$ cat src/rtl/uart_pkg.sv
// Shared UART definitions: transmitter FSM states, parity and frame-length helpers.
// Also used by the matching receiver.
package uart_pkg;

  typedef enum logic [2:0] {
    ST_IDLE,
    ST_START,
    ST_DATA,
    ST_PARITY,
    ST_STOP
  } tx_state_e;

  // Even parity bit: makes the total count of ones (data + parity) even.
  function automatic logic even_parity(input logic [31:0] word);
    return ^word;
  endfunction

  function automatic int unsigned frame_cycles(input int unsigned word_length,
                                               input int unsigned clks_per_bit,
                                               input int unsigned parity_en);
    return (2 + word_length + parity_en) * clks_per_bit;
  endfunction

endpackage

$ cat src/rtl/uart_tx_fifo.sv
// Synchronous first-word-fall-through FIFO buffering words for the UART transmitter.
// Pointers carry one extra wrap bit so full and empty come from their difference.
module uart_tx_fifo #(
  parameter int WIDTH = 8,
  parameter int DEPTH = 4
) (
  input  logic             clk,
  input  logic             reset,
  input  logic             wr_en,
  input  logic [WIDTH-1:0] wr_data,
  input  logic             rd_en,
  output logic [WIDTH-1:0] rd_data,
  output logic             full,
  output logic             empty
);

  localparam int AW = $clog2(DEPTH);
  localparam logic [AW:0] FULL_CNT = DEPTH[AW:0];

  logic [AW:0]      wr_ptr_q, wr_ptr_d;
  logic [AW:0]      rd_ptr_q, rd_ptr_d;
  logic [AW:0]      count;
  logic [WIDTH-1:0] mem [DEPTH];

  always_comb begin
    count    = wr_ptr_q - rd_ptr_q;
    full     = (count == FULL_CNT);
    empty    = (count == '0);
    wr_ptr_d = (wr_en && !full)  ? wr_ptr_q + 1'b1 : wr_ptr_q;
    rd_ptr_d = (rd_en && !empty) ? rd_ptr_q + 1'b1 : rd_ptr_q;
  end

  assign rd_data = mem[rd_ptr_q[AW-1:0]];

  always_ff @(posedge clk) begin
    if (reset) begin
      wr_ptr_q <= '0;
      rd_ptr_q <= '0;
    end else begin
      wr_ptr_q <= wr_ptr_d;
      rd_ptr_q <= rd_ptr_d;
    end
  end

  // Storage is not reset; only the pointers define which entries are valid.
  always_ff @(posedge clk) begin
    if (wr_en && !full) mem[wr_ptr_q[AW-1:0]] <= wr_data;
  end

endmodule

$ cat src/rtl/uart_tx_buffered.sv
// Buffered UART transmitter: FIFO-fed frame FSM driving a registered serial line.
//
// state     | meaning
// ----------+-----------------------------------------------------------
// ST_IDLE   | line high, waiting for a word in the FIFO
// ST_START  | start bit (line low)
// ST_DATA   | data bits, LSB first, from the shift register
// ST_PARITY | even-parity bit (only when PARITY_EN)
// ST_STOP   | stop bit (line high); chains straight into the next frame
module uart_tx_buffered
  import uart_pkg::*;
#(
  parameter int WORD_LENGTH  = 8,
  parameter int CLKS_PER_BIT = 16,
  parameter int FIFO_DEPTH   = 4,
  parameter int PARITY_EN    = 1
) (
  input  logic                   clk,
  input  logic                   reset,
  input  logic [WORD_LENGTH-1:0] DATATX,
  input  logic                   Transmit,
  output logic                   SerialDataOut,
  output logic                   TX_Busy,
  output logic                   TX_Full,
  output logic                   TX_Done,
  output logic                   TX_Overflow
);

  localparam int BW  = $clog2(CLKS_PER_BIT);
  localparam int BIW = (WORD_LENGTH > 1) ? $clog2(WORD_LENGTH) : 1;
  localparam logic [BW-1:0]  LAST_BAUD = BW'(CLKS_PER_BIT - 1);
  localparam logic [BIW-1:0] LAST_BIT  = BIW'(WORD_LENGTH - 1);

  tx_state_e              state_q, state_d;
  logic [BW-1:0]          baud_q, baud_d;
  logic [BIW-1:0]         bit_q, bit_d;
  logic [WORD_LENGTH-1:0] shift_q, shift_d;
  logic                   parity_q, parity_d;
  logic                   line_q, line_d;
  logic                   done_q, done_d;
  logic                   ovf_q, ovf_d;

  logic                   fifo_wr, fifo_rd, fifo_full, fifo_empty;
  logic [WORD_LENGTH-1:0] fifo_data;
  logic                   baud_last;

  // A write while full is dropped even if the FSM pops in the same cycle.
  assign fifo_wr = Transmit && !fifo_full;

  uart_tx_fifo #(
    .WIDTH (WORD_LENGTH),
    .DEPTH (FIFO_DEPTH)
  ) u_fifo (
    .clk     (clk),
    .reset   (reset),
    .wr_en   (fifo_wr),
    .wr_data (DATATX),
    .rd_en   (fifo_rd),
    .rd_data (fifo_data),
    .full    (fifo_full),
    .empty   (fifo_empty)
  );

  assign baud_last = (baud_q == LAST_BAUD);

  always_comb begin
    state_d  = state_q;
    baud_d   = baud_q + 1'b1;
    bit_d    = bit_q;
    shift_d  = shift_q;
    parity_d = parity_q;
    done_d   = 1'b0;
    fifo_rd  = 1'b0;
    ovf_d    = ovf_q | (Transmit & fifo_full);

    case (state_q)
      ST_IDLE: begin
        baud_d = '0;
        if (!fifo_empty) begin
          fifo_rd  = 1'b1;
          shift_d  = fifo_data;
          parity_d = even_parity(32'(fifo_data));
          state_d  = ST_START;
        end
      end
      ST_START: begin
        if (baud_last) begin
          baud_d  = '0;
          bit_d   = '0;
          state_d = ST_DATA;
        end
      end
      ST_DATA: begin
        if (baud_last) begin
          baud_d  = '0;
          shift_d = shift_q >> 1;
          if (bit_q == LAST_BIT) state_d = (PARITY_EN != 0) ? ST_PARITY : ST_STOP;
          else                   bit_d   = bit_q + 1'b1;
        end
      end
      ST_PARITY: begin
        if (baud_last) begin
          baud_d  = '0;
          state_d = ST_STOP;
        end
      end
      ST_STOP: begin
        if (baud_last) begin
          baud_d = '0;
          done_d = 1'b1;
          if (!fifo_empty) begin
            fifo_rd  = 1'b1;
            shift_d  = fifo_data;
            parity_d = even_parity(32'(fifo_data));
            state_d  = ST_START;
          end else begin
            state_d  = ST_IDLE;
          end
        end
      end
      default: state_d = ST_IDLE;
    endcase

    // Line is registered from the current state, so it trails state_q by one cycle.
    case (state_q)
      ST_START:  line_d = 1'b0;
      ST_DATA:   line_d = shift_q[0];
      ST_PARITY: line_d = parity_q;
      default:   line_d = 1'b1;
    endcase
  end

  always_ff @(posedge clk) begin
    if (reset) begin
      state_q  <= ST_IDLE;
      baud_q   <= '0;
      bit_q    <= '0;
      shift_q  <= '0;
      parity_q <= 1'b0;
      line_q   <= 1'b1;
      done_q   <= 1'b0;
      ovf_q    <= 1'b0;
    end else begin
      state_q  <= state_d;
      baud_q   <= baud_d;
      bit_q    <= bit_d;
      shift_q  <= shift_d;
      parity_q <= parity_d;
      line_q   <= line_d;
      done_q   <= done_d;
      ovf_q    <= ovf_d;
    end
  end

  assign SerialDataOut = line_q;
  assign TX_Done       = done_q;
  assign TX_Overflow   = ovf_q;
  assign TX_Full       = fifo_full;
  assign TX_Busy       = (state_q != ST_IDLE) || !fifo_empty;

endmodule

$ cat config.mk
export PLATFORM = sky130hd
export DESIGN_NAME = uart_tx_buffered
export DESIGN_NICKNAME = d
export VERILOG_FILES = /design/src/rtl/uart_pkg.sv /design/src/rtl/uart_tx_fifo.sv /design/src/rtl/uart_tx_buffered.sv
export SDC_FILE = /design/constraint.sdc
export NUM_CORES = 1
export LEC_CHECK = 0
export ABC_AREA = 0
export CORE_UTILIZATION = 35
export DETAILED_ROUTE_END_ITERATION = 7
export PLACE_DENSITY_LB_ADDON = 0.25
export SETUP_SLACK_MARGIN = 0.4
export SLEW_MARGIN = 10
export SYNTH_ARGS = -nofsm -noshare
export SYNTH_HDL_FRONTEND = slang
export SYNTH_HIERARCHICAL = 1
export SYNTH_SLANG_ARGS = --single-unit
export TNS_END_PERCENT = 1
$ cat constraint.sdc
create_clock -name clk -period 2.75 [get_ports clk]
set_input_delay 0.275 -clock clk [delete_from_list [all_inputs] [get_ports clk]]
set_output_delay 0.275 -clock clk [all_outputs]
set_load 0.01 [all_outputs]
==> reports/qor.csv <==
metric;value;unit
Clock transition at path regs;0.08;ns
global-route wire length before repair;8630;microns
DPL Wire Length;3350;microns
Worst Path Max Fanout;4;
Yosys reg bits;62;
total wire length;4960;microns
crit-path cells;inv_1, ha_1, nor2b_2, xor2_1, nor2_2, clkdlybuf4s50_1;
clock skew;0.00922;ns
GRT overflow;0;
max-slew violations;0;
Die X;91.0;microns
Leak;1.21;nW
via count;1681;
type of origin of the critical path;flop;
Setup-failing EPs final;0;
Detailed Routing Iterations Pass 1;4;
Ports;16;
Seq/Total Area, Yosys;56.3;%
fmax;0.434;GHz
CP Capture Type;output pin;
diodes inserted;0;
Crit Path Category;flop to output pin;
num rows;32;
Fillers;737;
clock sinks;62;
CP max-delay cell;clkdlybuf4s50_1;
total CTS buffers;9;
Max stage delay on crit path;0.56;ns
DRC errors left;0;
Gate Count Post-Synth;212;
Yosys Warn Count;6;
Worst EP arrival;2.03;ns
vias in the first global route;1745;
WHS Path Cells;1;
reg-to-reg critical path startpoint;u_fifo/wr_ptr_q[0]$_SDFFE_PP0P_;
clk buf depth;2;
reg-to-reg setup timing slack;0.54;ns
largest net degree at the start of global routing;18;
Max-cap violations;0;
CTS Root Cell;clkbuf_8;
most frequent cells in the layout;edfxtp_1 (32), dfxtp_1 (29), nor2_1 (25);
syn_area_per_cell;13.1;sq um
final period demand of the worst path;2.30;ns
die height;91.0;microns
unrepaired setup endpoints after global routing;yes;
layout cells sized above 1;20.7;%
Die ar.;8290;sq um
hold-fix buffers at CTS;0;
final hold violation count;0;
Data required, critical path;2.48;ns
Peak VDD IR;318;uV
Mapped Area;2770;sq um
Worst setup startpoint;u_fifo/wr_ptr_q[0]$_SDFFE_PP0P_;
Setup TNS;0;ns
Pwr Total;3.14;mW
Via density;4.96;
status;finished clean;
busiest grt layer;met2;
reg2reg end;u_fifo/rd_ptr_q[0]$_SDFFE_PP0P_;
Worst-Skew Late Latency;0.34;ns
relative slew slack;55.6;%
htree depth;3;
Nets;253;
initial core utilization;36.1;%
post-synth cell types;44;
Antenna Violating Nets Remaining;0;
Hold WC Path Type;flop to flop;
fin crit share;83.8;%
Initial DRC Count;86;
grt met2 use;21.9;%
final core utilization;42.2;%
Worst Hold Path EP;baud_q[0]$_SDFF_PP0_;
pwr/cell area;969;nW/um^2
met3 usage;3.35;%
PortBufs;15;
GRT Resource Usage Total;13.7;%
met1 GRT Util;17.0;%
CTS tree;built;
core area;7690;sq um
initial antenna violation count;0;
Slew @ Worst Pin;0.667;ns
routed len/inst;14.6;microns
Synthesized Nets;233;
depth of the worst register-to-register path;10;
P&R area growth vs syn;16.9;%
min-delay src;baud_q[0]$_SDFF_PP0_;
commonest non-fill, non-tap cell in the layout;edfxtp_1;
gpl congestion;0.719;
==> synthesized netlist by cell type (all sizes together) <==
| library cell | instances | area (sq um) |
|---|---|---|
| o211a | 2 | 27.5 |
| nor3 | 5 | 35.0 |
| o21ai | 1 | 16.3 |
| and3 | 1 | 6.26 |
| nor4b | 1 | 8.76 |
| o31ai | 2 | 15.0 |
| nor2 | 28 | 121 |
| o32a | 1 | 10.0 |
| nand3 | 6 | 35.0 |
| mux2i | 8 | 80.1 |
| xnor2 | 11 | 104 |
| inv | 7 | 26.3 |
| a21oi | 6 | 30.0 |
| or3 | 1 | 6.26 |
| nand2 | 6 | 22.5 |
| mux4 | 8 | 180 |
| edfxtp | 32 | 961 |
| nor3b | 1 | 7.51 |
| and2 | 3 | 18.8 |
| ha | 10 | 125 |
| buf | 7 | 46.3 |
| a221oi | 7 | 61.3 |
| clkbuf | 3 | 11.3 |
| mux2 | 5 | 63.8 |
| dfxtp | 30 | 601 |
| a2111o | 1 | 11.3 |
| a22oi | 3 | 22.5 |
| xor2 | 3 | 26.3 |
| a211oi | 1 | 7.51 |
| o21a | 2 | 15.0 |
| o2111ai | 2 | 17.5 |
| nor2b | 6 | 37.5 |
| o21bai | 1 | 7.51 |
| or3b | 1 | 8.76 |
==> area by class of cell <==
cell class | count | area [sq um] | area share [%]
inverters | 7 | 26.3 | 0.810
repair buffers | 19 | 183 | 5.63
clock buffers | 9 | 124 | 3.82
multi-input cells | 133 | 1160 | 35.9
well taps | 102 | 128 | 3.94
clock inverters | 7 | 55.1 | 1.70
flip-flops and latches | 62 | 1560 | 48.2
==> power by group <==
group	leakage (nW)	total [mW]	internal, mW	switching (mW)
clock	0.0866	0.728	0.336	0.392
combinational	0.587	1.15	0.560	0.593
sequential	0.538	1.26	1.14	0.119
==> metrics by stage <==
step	setup slack [ns]	instance area, sq um	cells	hold WS [ns]
finish	0.446	3240	339	0.451
global route	0.346	3240	339	0.490
CTS	0.255	3200	338	0.457
detailed placement	0.347	3020	322	0.440
global placement	0.416	3020	322	0.433
floorplan	0.491	2770	212	0.374
==> sequential cells by signal (all words and copies together) (netlist names), named ones only <==
register and flops:
baud_q 4, TX_Done 1, SerialDataOut 1, state_q 3
bit_q 3, parity_q 1, shift_q 8, u_fifo/wr_ptr_q 3
u_fifo/mem 32, u_fifo/rd_ptr_q 3, TX_Overflow 1
==> layer usage <==
layer  wire length (microns)  vias to the layer above
li1                        -                      826
met1                    2310                      823
met2                    2420                       22
met3                     111                       10
met4                     120                        0
met5                       0                        -
==> worst max-delay path by stage <==
stage | slack, ns | cells after the start | endpoint
floorplan | 0.49 | 8 | u_fifo/mem[0][0]$_DFFE_PP_
global placement | 0.42 | 10 | flop
detailed placement | 0.35 | 8 | u_fifo/mem[0][5]$_DFFE_PP_
CTS | 0.25 | 8 | u_fifo/mem[1][7]$_DFFE_PP_
global route | 0.35 | 8 | u_fifo/mem[0][7]$_DFFE_PP_
finish | 0.45 | 6 | TX_Full
==> timing repair <==
item                       4_1_cts  5_1_grt
buffers inserted                 0        1
resized for setup                2       13
hold endpoints to repair         0        0
pin swaps                        0        1
setup endpoints to repair       29       36
==> critical path: cells and delay by family, from the launching register on <==
family	cells	cell delay, ns
simple gates	2	0.31
xor+xnor	1	0.16
buf+inv	2	0.65
fa+ha+maj	1	0.20
flops	1	0.36
==> cells by family (layout without fill, tap and decap cells) <==
kind of cell	count (synthesis)	in the layout	share of synthesized area [%]
xor+xnor	14	14	4.69
fa+ha+maj	10	10	4.51
compound gates	29	29	8.71
simple gates	59	59	11.1
flops	62	62	56.3
mux	21	21	11.7
buf+inv	17	42	3.02
No activity file was read; power rests on OpenSTA's default activity.
